File: config.mk
export PLATFORM = sky130hd
export DESIGN_NAME = strided_buffer_reader
export DESIGN_NICKNAME = d
export VERILOG_FILES = /design/src/rtl/strided_buf_pkg.sv /design/src/rtl/sbuf_skid_fifo.sv /design/src/rtl/strided_buffer_reader.sv
export SDC_FILE = /design/constraint.sdc
export NUM_CORES = 2
export LEC_CHECK = 0
export CAP_MARGIN = 20
export CORE_MARGIN = 1.5
export CORE_UTILIZATION = 50
export DETAILED_ROUTE_END_ITERATION = 10
export PLACE_DENSITY = 0.78
export SKIP_CTS_REPAIR_TIMING = 1
export SYNTH_ARGS = -nofsm -noshare
export SYNTH_HDL_FRONTEND = slang
export SYNTH_HIERARCHICAL = 1
export SYNTH_SLANG_ARGS = --single-unit
export TNS_END_PERCENT = 5
File: constraint.sdc
create_clock -name clk -period 18.1 [get_ports clk]
set_clock_uncertainty 0.2 [all_clocks]
set_input_delay 2.715 -clock clk [delete_from_list [all_inputs] [get_ports clk]]
set_output_delay 2.715 -clock clk [all_outputs]
set_load 0.05 [all_outputs]
File: src/rtl/strided_buf_pkg.sv
// rtl/strided_buf_pkg.sv - shared definitions for the strided activation buffer reader/writer
package strided_buf_pkg;

  localparam int SHAPE_C_LSB   = 0;
  localparam int SHAPE_H_LSB   = 16;
  localparam int SHAPE_W_LSB   = 32;
  localparam int SHAPE_FIELD_W = 16;
  localparam int CW_SHIFT      = 6;
  localparam int CW_W          = 8;

  typedef enum logic [1:0] {
    IDLE  = 2'd0,
    RUN   = 2'd1,
    DRAIN = 2'd2
  } state_e;

endpackage

File: src/rtl/sbuf_skid_fifo.sv
// rtl/sbuf_skid_fifo.sv - shift-down sync FIFO whose head entry is a register driving the output
module sbuf_skid_fifo #(
  parameter int WIDTH = 8,
  parameter int DEPTH = 4,
  parameter int CNT_W = $clog2(DEPTH + 1)
) (
  input  logic             clk,
  input  logic             rstn,
  input  logic             clr_i,
  input  logic             push_i,
  input  logic [WIDTH-1:0] din_i,
  input  logic             pop_i,
  output logic [WIDTH-1:0] head_o,
  output logic [CNT_W-1:0] count_o,
  output logic             full_o,
  output logic             empty_o
);

  localparam int PTR_W = (DEPTH > 1) ? $clog2(DEPTH) : 1;

  logic [WIDTH-1:0] mem_q [DEPTH];
  logic [CNT_W-1:0] count_q;
  logic             pop_eff;
  logic [PTR_W-1:0] wr_idx;

  assign pop_eff = pop_i && (count_q != '0);
  // Entries move down on pop, so a push lands one slot lower when it coincides with a pop.
  assign wr_idx  = PTR_W'(count_q - CNT_W'(pop_eff));

  always_ff @(posedge clk) begin
    if (pop_eff) begin
      for (int i = 0; i < DEPTH - 1; i++) begin
        mem_q[i] <= mem_q[i+1];
      end
    end
    if (push_i) begin
      mem_q[wr_idx] <= din_i;
    end
  end

  always_ff @(posedge clk) begin
    if (!rstn || clr_i) begin
      count_q <= '0;
    end else begin
      count_q <= count_q + CNT_W'(push_i) - CNT_W'(pop_eff);
    end
  end

  assign head_o  = mem_q[0];
  assign count_o = count_q;
  assign full_o  = (count_q == CNT_W'(DEPTH));
  assign empty_o = (count_q == '0);

endmodule

File: src/rtl/strided_buffer_reader.sv
// rtl/strided_buffer_reader.sv - read sequencer for the banked strided activation buffer
module strided_buffer_reader
  import strided_buf_pkg::*;
#(
  parameter int N_BUF_X    = 5,
  parameter int B_BUF_ADDR = 9,
  parameter int B_SHAPE    = 48,
  parameter int B_COORD    = 8,
  parameter int DATA_WIDTH = 64,
  parameter int RD_LAT     = 1,
  parameter int FIFO_DEPTH = 4
) (
  input  logic                             clk,
  input  logic                             rstn,
  input  logic                             clr_i,
  input  logic [B_SHAPE-1:0]               shape_i,
  input  logic                             start_i,
  output logic                             busy_o,
  output logic                             done_o,
  input  logic [B_COORD-1:0]               wr_x_i,
  output logic [B_BUF_ADDR*N_BUF_X-1:0]    rdaddr_o,
  input  logic [DATA_WIDTH*N_BUF_X-1:0]    rd_do_i,
  output logic                             m_valid_o,
  input  logic                             m_ready_i,
  output logic [DATA_WIDTH*N_BUF_X-1:0]    m_data_o,
  output logic [N_BUF_X-1:0]               m_mask_o,
  output logic [3*B_COORD-1:0]             m_coord_o,
  output logic                             m_last_o
);

  localparam int FW     = SHAPE_FIELD_W;
  localparam int SB_W   = N_BUF_X + 3*B_COORD + 1;
  localparam int E_W    = DATA_WIDTH*N_BUF_X + SB_W;
  localparam int FC_W   = $clog2(FIFO_DEPTH + 1);
  localparam int CNT_W  = $clog2(FIFO_DEPTH + RD_LAT + 1);
  localparam logic [FW:0] N_EXT = (FW+1)'(N_BUF_X);

  state_e               state_q;
  logic                 busy_q, done_q;
  logic [B_BUF_ADDR-1:0] rdaddr_q;
  logic [CW_W-1:0]      cw_n_q, cw_q, cw_d;
  logic [FW-1:0]        h_q, w_q, y_q, y_d, g_q, g_d;
  logic [FW:0]          bound_q, bound_d;

  logic [FW-1:0]        c_in, h_in, w_in;
  logic [CW_W-1:0]      cw_in;
  logic                 zero_shape;

  logic [RD_LAT-1:0]    vld_sr_q;
  logic [SB_W-1:0]      sb_sr_q [RD_LAT];
  logic [SB_W-1:0]      sb_new;
  logic [N_BUF_X-1:0]   mask_new;
  logic [CNT_W-1:0]     inflight;

  logic [E_W-1:0]       fifo_head;
  logic [FC_W-1:0]      fifo_count;
  logic                 fifo_full, fifo_empty;

  logic                 last_grp, last_read, credit_ok, col_ok, issue, pop;
  logic [FW:0]          col_need;
  logic                 unused_sig;

  assign c_in       = shape_i[SHAPE_C_LSB +: FW];
  assign h_in       = shape_i[SHAPE_H_LSB +: FW];
  assign w_in       = shape_i[SHAPE_W_LSB +: FW];
  assign cw_in      = c_in[CW_SHIFT +: CW_W];
  assign zero_shape = (cw_in == '0) || (h_in == '0) || (w_in == '0);
  assign unused_sig = ^{c_in, fifo_full};

  // bound_q is the exclusive column end of group g; the writer must have covered min(bound, W).
  assign last_grp  = bound_q >= {1'b0, w_q};
  assign col_need  = last_grp ? {1'b0, w_q} : bound_q;
  assign col_ok    = {{(FW+1-B_COORD){1'b0}}, wr_x_i} >= col_need;
  assign last_read = (cw_q == cw_n_q - CW_W'(1)) && (y_q == h_q - FW'(1)) && last_grp;

  always_comb begin
    inflight = '0;
    for (int i = 0; i < RD_LAT; i++) begin
      inflight = inflight + CNT_W'(vld_sr_q[i]);
    end
  end

  assign credit_ok = (CNT_W'(fifo_count) + inflight) < CNT_W'(FIFO_DEPTH);
  assign issue     = (state_q == RUN) && credit_ok && col_ok;
  assign pop       = m_valid_o && m_ready_i;

  always_comb begin
    cw_d    = cw_q;
    y_d     = y_q;
    g_d     = g_q;
    bound_d = bound_q;
    if (cw_q == cw_n_q - CW_W'(1)) begin
      cw_d = '0;
      if (y_q == h_q - FW'(1)) begin
        y_d     = '0;
        g_d     = g_q + FW'(1);
        bound_d = bound_q + N_EXT;
      end else begin
        y_d = y_q + FW'(1);
      end
    end else begin
      cw_d = cw_q + CW_W'(1);
    end
  end

  always_comb begin
    mask_new = '0;
    for (int i = 0; i < N_BUF_X; i++) begin
      mask_new[i] = (bound_q - N_EXT + (FW+1)'(i)) < {1'b0, w_q};
    end
  end

  assign sb_new = {mask_new, B_COORD'(cw_q), B_COORD'(y_q), B_COORD'(g_q), last_read};

  always_ff @(posedge clk) begin
    if (!rstn || clr_i) begin
      state_q  <= IDLE;
      busy_q   <= 1'b0;
      done_q   <= 1'b0;
      rdaddr_q <= '0;
      cw_n_q   <= '0;
      h_q      <= '0;
      w_q      <= '0;
      cw_q     <= '0;
      y_q      <= '0;
      g_q      <= '0;
      bound_q  <= '0;
    end else begin
      done_q <= 1'b0;
      unique case (state_q)
        IDLE: begin
          if (start_i) begin
            cw_n_q   <= cw_in;
            h_q      <= h_in;
            w_q      <= w_in;
            cw_q     <= '0;
            y_q      <= '0;
            g_q      <= '0;
            bound_q  <= N_EXT;
            rdaddr_q <= '0;
            if (zero_shape) begin
              done_q <= 1'b1;
            end else begin
              state_q <= RUN;
              busy_q  <= 1'b1;
            end
          end
        end
        RUN: begin
          if (issue) begin
            rdaddr_q <= rdaddr_q + B_BUF_ADDR'(1);
            cw_q     <= cw_d;
            y_q      <= y_d;
            g_q      <= g_d;
            bound_q  <= bound_d;
            if (last_read) begin
              state_q <= DRAIN;
            end
          end
        end
        DRAIN: begin
          if (pop && m_last_o) begin
            state_q <= IDLE;
            busy_q  <= 1'b0;
            done_q  <= 1'b1;
          end
        end
        default: state_q <= IDLE;
      endcase
    end
  end

  // Beat sideband rides alongside the BRAM latency so it lines up with rd_do.
  always_ff @(posedge clk) begin
    if (!rstn || clr_i) begin
      vld_sr_q <= '0;
    end else begin
      vld_sr_q[0] <= issue;
      for (int i = 1; i < RD_LAT; i++) begin
        vld_sr_q[i] <= vld_sr_q[i-1];
      end
    end
  end

  always_ff @(posedge clk) begin
    sb_sr_q[0] <= sb_new;
    for (int i = 1; i < RD_LAT; i++) begin
      sb_sr_q[i] <= sb_sr_q[i-1];
    end
  end

  sbuf_skid_fifo #(
    .WIDTH (E_W),
    .DEPTH (FIFO_DEPTH),
    .CNT_W (FC_W)
  ) u_fifo (
    .clk     (clk),
    .rstn    (rstn),
    .clr_i   (clr_i),
    .push_i  (vld_sr_q[RD_LAT-1]),
    .din_i   ({rd_do_i, sb_sr_q[RD_LAT-1]}),
    .pop_i   (pop),
    .head_o  (fifo_head),
    .count_o (fifo_count),
    .full_o  (fifo_full),
    .empty_o (fifo_empty)
  );

  assign {m_data_o, m_mask_o, m_coord_o, m_last_o} = fifo_head;
  assign m_valid_o = !fifo_empty;
  assign rdaddr_o  = {N_BUF_X{rdaddr_q}};
  assign busy_o    = busy_q;
  assign done_o    = done_q;

endmodule

==> impl_metrics.tcl <==
set metrics [dict create \
    outcome "complete, no violations" \
    remaining_drc_errors 0 \
    setup.worst_path.end_class "register" \
    routedWlPerCell_microns 23.5 \
    start_util_pct 50.3 \
    timing.fmax_mhz 113 \
    syn_area_per_cell_sq_um 16.8 \
    viasPerCell 5.56 \
    clockBufferDepth 3 \
    crit_top_cell "buf_4" \
    rows 132 \
    cts_tree "yes" \
    drt-initial-drc-count 3038 \
    cts_root_buf "clkbuf_16" \
    cpMaxStageDelayCell "buf_4" \
    drive_gt1_share_pct 27.3 \
    finalInstanceArea_sq_um 79000 \
    dieHeight_microns 364 \
    dpl.hpwl_microns 97900 \
    grt_pass1_vias 35800 \
    critPathTopFamily "buffers and inverters" \
    place_congestion 0.843 \
    syn_to_final_growth_pct 21.5 \
    overflow 0 \
    netlist_area_sq_um 65000 \
    layout_commonest_cell "edfxtp_1" \
    cap_violations 0 \
    p_per_area_nw_per_um2 92.6 \
    max-vdd-ir-drop_uv 87.2 \
    hp-class "reg2reg" \
    finalHoldViolCount 0 \
    first_pass_iters 5 \
    grt_pass1_wl_microns 225000 \
    chipWidth_microns 364 \
    tightest_slew_ps 1070 \
    fin_crit_sh_pct 48.7 \
    clkLatencyLatePin_ps 790 \
    routed-via-count 36200 \
    grt_usage_pct 22.6 \
    io_buffer_count 770 \
    yosysWarnings 6 \
    htree_levels 4 \
    cts_sinks 1536 \
    cts_made_buffers 155 \
    place_area_sq_um 74000 \
    relSlewSlack_pct 28.5 \
    setup_viol 0 \
    ant_nets 0 \
    fin_nets 5125 \
    antenna_found_initial 32 \
    criticalPathCategory "in2reg" \
    drt_wl_total_microns 153000 \
    mostFrequentLayoutCells "1400 x edfxtp_1, 1021 x mux2_2, 770 x clkdlybuf4s50_1, 158 x clkbuf_16, 142 x nand2_1" \
    synthCells 3859 \
    tns_ps 0 \
    syn-num-nets 4362 \
    slew_violations 0 \
    grt_max_degree 152 \
    path_cells "clkdlybuf4s50_1, nor2b_1, o31ai_1, buf_4, inv_1, ha_1, inv_1, ha_1, nor3b_2, buf_4, nand2b_4, buf_4, buf_4, buf_4" \
    die-area_sq_um 132000 \
    period_needed_ps 8820 \
    worst-path-max-fanout 64 \
    startpoint_type "input port" \
    design.core.area_sq_um 129000 \
    required_ps 18290 \
    cp.arrival_ps 9010 \
    crit_buf_inv 8 \
    slowest_delay_ps 860 \
    rsz0062_at_grt "false" \
    p_leak_uw 0.0259 \
    clk_pin_slew_ps 60 \
    boundaryPins 779 \
]
[sequential cells by signal (all words and copies together), names as in the netlist, 2 cells and up]
signal          count
u_fifo/mem_q     1400
sb_sr_q            30
bound_q            17
h_q                16
w_q                16
y_q                16
rdaddr_q            9
cw_n_q              8
cw_q                8
g_q                 8
u_fifo/count_o      3
state_q             2
[area by class of cell]
| type | count | area, sq um |
|---|---|---|
| inverters | 63 | 236 |
| clock inverters | 85 | 741 |
| diodes | 26 | 65.1 |
| well taps | 1742 | 2180 |
| fillers | 9353 | 50400 |
| flip-flops and latches | 1536 | 44800 |
| multi-input cells | 2052 | 18700 |
| clock buffers | 198 | 4110 |
| repair buffers | 814 | 8130 |
[layer usage]
metal	vias to the layer above	global-route usage, %	share of wire [%]
met5	-	0	0.058
met1	18200	28.6	40
met2	1149	36.7	49
met3	299	4.57	5.7
li1	16500	-	-
met4	16	12.2	4.8
[report_power, final]
group | switching (uW) | total [uW] | internal, uW
combinational | 212 | 385 | 173
sequential | 10.1 | 3860 | 3850
clock | 1360 | 3070 | 1710
[stage by stage]
step                util [%]  power [uW]  cells  worst slack, ps  hold slack (ps)
finish                  61.1        7310   6516             9280              185
global route            61.1        7550   6513             8960              205
CTS                     61.0        7380   6489             9270              179
detailed placement      57.2        4310   6206             8410              177
global placement        57.2        4300   6206             8410              166
floorplan                  -        4130   3859             4420              151
[worst paths after layout]
kind                           from                    to  slack [ps]  cells past startpoint
hold reg to reg              g_q[7]         sb_sr_q[0][8]         180                      0
setup reg to reg  u_fifo/count_o[1]  u_fifo/mem_q[1][205]       11030                     14
setup / recovery          m_ready_i  u_fifo/mem_q[1][205]        9280                     14
hold / removal               g_q[7]         sb_sr_q[0][8]         180                      0
(Power assumes the default switching activity.)
